**src/rtl/fmadd_normalize_seq_if.sv**
```systemverilog
// Handshake bundle between the FMADD adder stage, the post-addition
// normalizer and the rounding stage.
//   in_*  : raw sum beat (valid/ready) from the mantissa adder
//   out_* : normalized beat (valid/ready) toward the rounder
// Modports:
//   slave  : normalizer view (consumes in_*, produces out_*)
//   master : environment view (produces in_*, consumes out_*)
interface fmadd_normalize_seq_if #(
  parameter int man = 22,
  parameter int exp = 7
);
  localparam int W  = 2*man + 4;
  localparam int EW = exp + 1;

  logic          in_valid;
  logic          in_ready;
  logic [W-1:0]  in_mantissa;
  logic          in_carry;
  logic [EW-1:0] in_exponent;
  logic          in_sign;

  logic          out_valid;
  logic          out_ready;
  logic [W-1:0]  out_mantissa;
  logic [EW-1:0] out_exponent;
  logic          out_sign;
  logic          out_sticky;
  logic          out_zero;
  logic          out_overflow;
  logic          out_denormal;

  modport slave (
    input  in_valid, in_mantissa, in_carry, in_exponent, in_sign, out_ready,
    output in_ready, out_valid, out_mantissa, out_exponent, out_sign,
           out_sticky, out_zero, out_overflow, out_denormal
  );

  modport master (
    output in_valid, in_mantissa, in_carry, in_exponent, in_sign, out_ready,
    input  in_ready, out_valid, out_mantissa, out_exponent, out_sign,
           out_sticky, out_zero, out_overflow, out_denormal
  );
endinterface

```
**src/rtl/fmadd_normalize_seq.sv**
```systemverilog
// Post-addition normalizer for the FMADD datapath.
// Takes the raw adder sum ({carry, mantissa}, exponent, sign), brings the
// leading one to bit W-2 by right shifting (carry/overflowed integer part)
// or iterative left shifting (coarse STEP, then single bits), adjusts the
// exponent, gathers a sticky bit and hands the result to the rounder.
// Ports:
//   clk   : rising-edge clock
//   rst_l : asynchronous active-low reset
//   bus   : fmadd_normalize_seq_if.slave (in_* beat in, out_* beat out)
module fmadd_normalize_seq #(
  parameter int man  = 22,
  parameter int exp  = 7,
  parameter int STEP = 8
) (
  input logic                  clk,
  input logic                  rst_l,
  fmadd_normalize_seq_if.slave bus
);
  localparam int W  = 2*man + 4;
  localparam int EW = exp + 1;

  localparam logic [EW:0] EMAX       = (EW+1)'((1 << EW) - 1);
  localparam logic [EW:0] E_ONE      = (EW+1)'(1);
  localparam logic [EW:0] E_TWO      = (EW+1)'(2);
  localparam logic [EW:0] E_STEP     = (EW+1)'(STEP);
  localparam logic [EW:0] E_STEP_MIN = (EW+1)'(STEP + 1);

  typedef enum logic [2:0] {IDLE, PRE, CHK, SHIFT, DONE} state_t;

  state_t        state, state_n;
  logic [W:0]    mant, mant_n;
  logic [EW:0]   e, e_n;
  logic          sticky, sticky_n;
  logic          sign_q, sign_n;
  logic          zero_f, zero_n;
  logic          ovf_f, ovf_n;
  logic          den_f, den_n;
  logic          done;

  // Clamp an exponent that has run past the largest code.
  function automatic logic [EW:0] exp_saturate(input logic [EW:0] e_in);
    return (e_in >= EMAX) ? EMAX : e_in;
  endfunction

  // Control: state and result flags
  always_ff @(posedge clk or negedge rst_l) begin
    if (!rst_l) begin
      state  <= IDLE;
      zero_f <= 1'b0;
      ovf_f  <= 1'b0;
      den_f  <= 1'b0;
    end else begin
      state  <= state_n;
      zero_f <= zero_n;
      ovf_f  <= ovf_n;
      den_f  <= den_n;
    end
  end

  // Datapath: mantissa, exponent, sticky and sign
  always_ff @(posedge clk) begin
    mant   <= mant_n;
    e      <= e_n;
    sticky <= sticky_n;
    sign_q <= sign_n;
  end

  always_comb begin
    state_n  = state;
    mant_n   = mant;
    e_n      = e;
    sticky_n = sticky;
    sign_n   = sign_q;
    zero_n   = zero_f;
    ovf_n    = ovf_f;
    den_n    = den_f;
    case (state)
      IDLE: begin
        if (bus.in_valid) begin
          mant_n   = {bus.in_carry, bus.in_mantissa};
          e_n      = {1'b0, bus.in_exponent};
          sign_n   = bus.in_sign;
          sticky_n = 1'b0;
          zero_n   = 1'b0;
          ovf_n    = 1'b0;
          den_n    = 1'b0;
          state_n  = PRE;
        end
      end
      PRE: begin
        if (mant == '0) begin
          zero_n  = 1'b1;
          e_n     = '0;
          state_n = DONE;
        end else if (mant[W]) begin
          mant_n   = mant >> 2;
          e_n      = e + E_TWO;
          sticky_n = sticky | (|mant[1:0]);
          state_n  = CHK;
        end else if (mant[W-1]) begin
          mant_n   = mant >> 1;
          e_n      = e + E_ONE;
          sticky_n = sticky | mant[0];
          state_n  = CHK;
        end else if (mant[W-2]) begin
          state_n = DONE;
        end else if (e <= E_ONE) begin
          den_n   = 1'b1;
          e_n     = '0;
          state_n = DONE;
        end else begin
          state_n = SHIFT;
        end
      end
      CHK: begin
        // A right shift may have pushed the exponent to/past the top code.
        if (e >= EMAX) begin
          ovf_n    = 1'b1;
          mant_n   = '0;
          sticky_n = 1'b0;
        end
        e_n     = exp_saturate(e);
        state_n = DONE;
      end
      SHIFT: begin
        if (mant[W-2]) begin
          state_n = DONE;
        end else if (e <= E_ONE) begin
          den_n   = 1'b1;
          e_n     = '0;
          state_n = DONE;
        end else if ((mant[W-2:W-1-STEP] == '0) && (e > E_STEP_MIN)) begin
          // Window is empty, so a STEP jump cannot overshoot bit W-2,
          // and the exponent guard keeps it from crossing the floor.
          mant_n = mant << STEP;
          e_n    = e - E_STEP;
        end else begin
          mant_n = mant << 1;
          e_n    = e - E_ONE;
        end
      end
      DONE: begin
        if (bus.out_ready) state_n = IDLE;
      end
      default: state_n = IDLE;
    endcase
  end

  assign done             = (state == DONE);
  assign bus.in_ready     = (state == IDLE);
  assign bus.out_valid    = done;
  assign bus.out_mantissa = done ? mant[W-1:0]  : '0;
  assign bus.out_exponent = done ? e[EW-1:0]    : '0;
  assign bus.out_sign     = done ? sign_q       : 1'b0;
  assign bus.out_sticky   = done ? sticky       : 1'b0;
  assign bus.out_zero     = done ? zero_f       : 1'b0;
  assign bus.out_overflow = done ? ovf_f        : 1'b0;
  assign bus.out_denormal = done ? den_f        : 1'b0;
endmodule

```
**src/flat_wrapper.sv**
```systemverilog
// flat-port wrapper written by rule: the top's interface ports become plain ports
module fmadd_normalize_seq_flat 
#(
  parameter int man  = 22,
  parameter int exp  = 7,
  parameter int STEP = 8
)
  (clk, rst_l, bus_in_valid, bus_in_mantissa, bus_in_carry, bus_in_exponent, bus_in_sign, bus_out_ready, bus_in_ready, bus_out_valid, bus_out_mantissa, bus_out_exponent, bus_out_sign, bus_out_sticky, bus_out_zero, bus_out_overflow, bus_out_denormal);
  fmadd_normalize_seq_if #(.man(man), .exp(exp)) bus_i ();
  input logic clk;
  input logic rst_l;
  input wire logic [$bits(bus_i.in_valid)-1:0] bus_in_valid;
  input wire logic [$bits(bus_i.in_mantissa)-1:0] bus_in_mantissa;
  input wire logic [$bits(bus_i.in_carry)-1:0] bus_in_carry;
  input wire logic [$bits(bus_i.in_exponent)-1:0] bus_in_exponent;
  input wire logic [$bits(bus_i.in_sign)-1:0] bus_in_sign;
  input wire logic [$bits(bus_i.out_ready)-1:0] bus_out_ready;
  output wire logic [$bits(bus_i.in_ready)-1:0] bus_in_ready;
  output wire logic [$bits(bus_i.out_valid)-1:0] bus_out_valid;
  output wire logic [$bits(bus_i.out_mantissa)-1:0] bus_out_mantissa;
  output wire logic [$bits(bus_i.out_exponent)-1:0] bus_out_exponent;
  output wire logic [$bits(bus_i.out_sign)-1:0] bus_out_sign;
  output wire logic [$bits(bus_i.out_sticky)-1:0] bus_out_sticky;
  output wire logic [$bits(bus_i.out_zero)-1:0] bus_out_zero;
  output wire logic [$bits(bus_i.out_overflow)-1:0] bus_out_overflow;
  output wire logic [$bits(bus_i.out_denormal)-1:0] bus_out_denormal;
  assign bus_i.in_valid = bus_in_valid;
  assign bus_i.in_mantissa = bus_in_mantissa;
  assign bus_i.in_carry = bus_in_carry;
  assign bus_i.in_exponent = bus_in_exponent;
  assign bus_i.in_sign = bus_in_sign;
  assign bus_i.out_ready = bus_out_ready;
  assign bus_in_ready = bus_i.in_ready;
  assign bus_out_valid = bus_i.out_valid;
  assign bus_out_mantissa = bus_i.out_mantissa;
  assign bus_out_exponent = bus_i.out_exponent;
  assign bus_out_sign = bus_i.out_sign;
  assign bus_out_sticky = bus_i.out_sticky;
  assign bus_out_zero = bus_i.out_zero;
  assign bus_out_overflow = bus_i.out_overflow;
  assign bus_out_denormal = bus_i.out_denormal;
  fmadd_normalize_seq #(.man(man), .exp(exp), .STEP(STEP)) u_core (.clk(clk), .rst_l(rst_l), .bus(bus_i));
endmodule
```
**config.mk**
```make
export PLATFORM = sky130hd
export DESIGN_NAME = fmadd_normalize_seq_flat
export DESIGN_NICKNAME = d
export VERILOG_FILES = /design/src/rtl/fmadd_normalize_seq_if.sv /design/src/rtl/fmadd_normalize_seq.sv /design/src/flat_wrapper.sv
export SDC_FILE = /design/constraint.sdc
export NUM_CORES = 1
export LEC_CHECK = 0
export ABC_AREA = 1
export BUFFER_PORTS_ARGS = -buffer_cell sky130_fd_sc_hd__clkbuf_2
export CORE_MARGIN = 3
export CORE_UTILIZATION = 54
export DETAILED_ROUTE_END_ITERATION = 8
export PLACE_DENSITY = 0.81
export SLEW_MARGIN = 20
export SYNTH_ARGS = -nofsm -noshare
export SYNTH_HDL_FRONTEND = slang
export SYNTH_SLANG_ARGS = --single-unit
export TNS_END_PERCENT = 50
```
**constraint.sdc**
```tcl
create_clock -name clk -period 5 [get_ports clk]
set_input_delay 0.5 -clock clk [delete_from_list [all_inputs] [get_ports clk]]
set_output_delay 0.5 -clock clk [all_outputs]
set_load 0.05 [all_outputs]
```
==> metrics <==
status complete, no violations; commonest non-fill, non-tap cell in the layout nand2_1; Hold Path Depth 1; Slew Limit Headroom approximately 28%; number of flops mapped to enable cells by yosys 60; DIE HEIGHT ~110 um; XOR/XNOR share of the synthesized area roughly 1.8%; Post-synth top flop edfxtp_1; Final #Nets 955; Mapped Area 0.00580 mm^2; first-pass GRT wire length roughly 26000 um; Root Driver clkbuf_8; area grow syn2layout 13.7%; Synth top area share between 30 and 40%; fin. max-slew vios 0; final hold vios 0; largest net degree at the start of global routing 68; post-synthesis compound-gate area fraction between 15 and 20%; total grt overflow 0; Worst EP required about 5.0 ns; WS Path Type reg2reg; CTS Buffer Depth 2; met1 WL between 6000 and 7000 um; Starting DRT DRC Count about 580; drt wl/cell 15.8 um; Mapped Avg Cell Area roughly 7.4 um^2; # DRC 0; Place WS about 1.9 ns; initial antenna violation count 0; H-tree depth 3; die width 110 um; clock skew between 0.01 and 0.015 ns; std cell rows 37; Util after Layout between 60% and 70%; Reg clk slew, reported paths roughly 0.08 ns; Max IR drop VDD between 0.4 and 0.5 mV; dominant cells by area after synthesis edfxtp_1 31%, nand2_1 13%, o211ai_2 8.2%; Max Cap Viol 0; ys async rst share 9.09%; met2 wire length around 7600 um; cell taking the most area after synthesis edfxtp_1; final setup fails 0; Post-Synth Adder-Cell Area 2.16%; metal3 WL ~1300 um; GRT Overall Usage a little over a quarter; CTS Sinks between 60 and 70; router iterations before antenna repair 5; Detailed Place HPWL ~11000 um; Hold Crit Class in2reg; Post-Syn Instances 784; worst-path fanout max 26; CP startpoint kind register; Placeable Area between 0.01 and 0.015 mm^2; syn nets ~860; largest family of logic cells by synthesized area simple AND/OR/NAND/NOR gates; mux cell area share after synthesis 0%; via count roughly 5.8k; setup ws final approximately 1.8 ns; critical path endpoint category register; # IOs between 100 and 150; final wirelength 16200 um; cells on worst reg2reg path 12; setup tns final 0 ns; period utilisation layout between 60 and 70%; Post-Synth Simple-Gate Area a little over a third; port bufs about 120; Synth cell types 38; clock insertion delay at the later pin of the skew report about 0.35 ns; achievable frequency 309 MHz; P_leak 3.28 nW; share of layout cells above drive strength 1 about 26%; Final Cell Area between 0.006 and 0.007 mm^2; CP arrival roughly 3.3 ns; pwr/cell area about 700 mW/mm^2; yosys warns 0; initial core utilization 55.9%; most frequent cells in the layout 202 x nand2_1, 124 x clkbuf_2, 119 x nor2_1; Die ar. 0.0120 mm^2; vias per cell approximately 5.7; # diodes 0; CTS Buf Count 9; CTS tree yes; fillers around 960; #FFs+latches synth 66; measured slew at the worst slew-check pin roughly 1.1 ns; Antenna Nets Post-Route 0; RSZ-0062 raised after global routing no; post-place instance area around 0.0064 mm^2; Top Metal Used met4; post-synthesis sequential area ratio 33.6%; vias in the first global route between 5k and 6k; Placer Congestion ~0.94; Period minus WS final 3.23 ns
-- what timing repair did --
action                                  4_1_cts  5_1_grt
hold buffers                                  1        0
endpoints found under the setup margin        0        0
endpoints found under the hold margin         6        0
setup buffers                                 0        0
resized for setup                             0        0
-- worst max-delay path, cell delays in order (launching register included) --
cell and delay (ns):
edfxtp_1 0.55, nand2_1 0.16, nor3_2 0.25, nand2_1 0.11, nor3_1 0.18, ha_1 0.17, inv_1 0.05, nand4_1 0.08
nand3_1 0.13, nor2_1 0.17, inv_1 0.10, nor2_4 0.47, buf_4 0.45
-- power breakdown --
group          total [mW]  internal [mW]  leakage [nW]  switching (mW)
Combinational        2.52          0.689          2.49            1.83
Clock               0.519          0.280         0.103           0.239
Sequential           1.49           1.08         0.683           0.408
Total                4.53           2.05          3.28            2.48
-- cells by family (layout without fill, tap and decap cells) --
| kind of cell | Yosys count | in the layout |
|---|---|---|
| DFF | 66 | 66 |
| xor gates and xnor gates | 12 | 12 |
| and+or+nand+nor | 444 | 444 |
| buffers and inverters | 135 | 239 |
| adders and majority gates | 10 | 10 |
| AOI/OAI and AO/OA | 117 | 117 |
-- per-layer routing --
metal  track usage (%)  up-vias
li1                  -     2814
met1              38.5     2707
met2              43.5      271
met3              3.41       21
met4              7.66        0
met5                 0        -
-- cell type report --
type / instances / area (um^2) / area share, %
multi-input combinational: 583 / 3230 / 49.0
sequential: 66 / 1950 / 29.6
timing repair buffer: 130 / 668 / 10.1
inverter: 93 / 354 / 5.37
tap: 136 / 170 / 2.58
clock buffer: 9 / 124 / 1.88
clock inverter: 7 / 92.6 / 1.40
-- cells in the mapped netlist (all sizes together) (6+ instances only) --
cell      n
nand2   205
nor2    128
inv      92
nand3    91
o211ai   74
edfxtp   60
clkbuf   27
o21ai    22
a21oi    18
buf      15
nand4    13
xor2     11
ha       10
dfrtp     6
nor3      6
-- worst paths after layout --
| check | startpoint | end | slack, ns |
|---|---|---|---|
| max | u_core.e[3] | u_core.mant[39] | 1.77 |
| min | bus_in_sign | u_core.sign_q | 0.33 |
| max reg2reg | u_core.e[3] | u_core.mant[39] | 1.77 |
| min reg2reg | u_core.den_f | u_core.den_f | 0.53 |
| max in group asynchronous | rst_l | u_core.state[0] | 4.32 |
| min in group asynchronous | rst_l | u_core.state[1] | 0.51 |
-- per-stage QoR --
| stage | std cells | power [mW] | hold WS [ns] |
|---|---|---|---|
| floorplan | 784 | 3.35 | 0.204 |
| global placement | 1007 | 3.94 | 0.336 |
| detailed placement | 1007 | 3.98 | 0.336 |
| CTS | 1024 | 4.50 | 0.320 |
| global route | 1024 | 4.86 | 0.323 |
| finish | 1024 | 4.53 | 0.329 |
-- sequential cells by signal, indices dropped and copies added (netlist names) --
register / flops
u_core.mant: 49
u_core.den_f: 1
u_core.state: 3
u_core.sticky: 1
u_core.zero_f: 1
u_core.sign_q: 1
u_core.ovf_f: 1
u_core.e: 9
No activity file was read; power rests on OpenSTA's default activity.
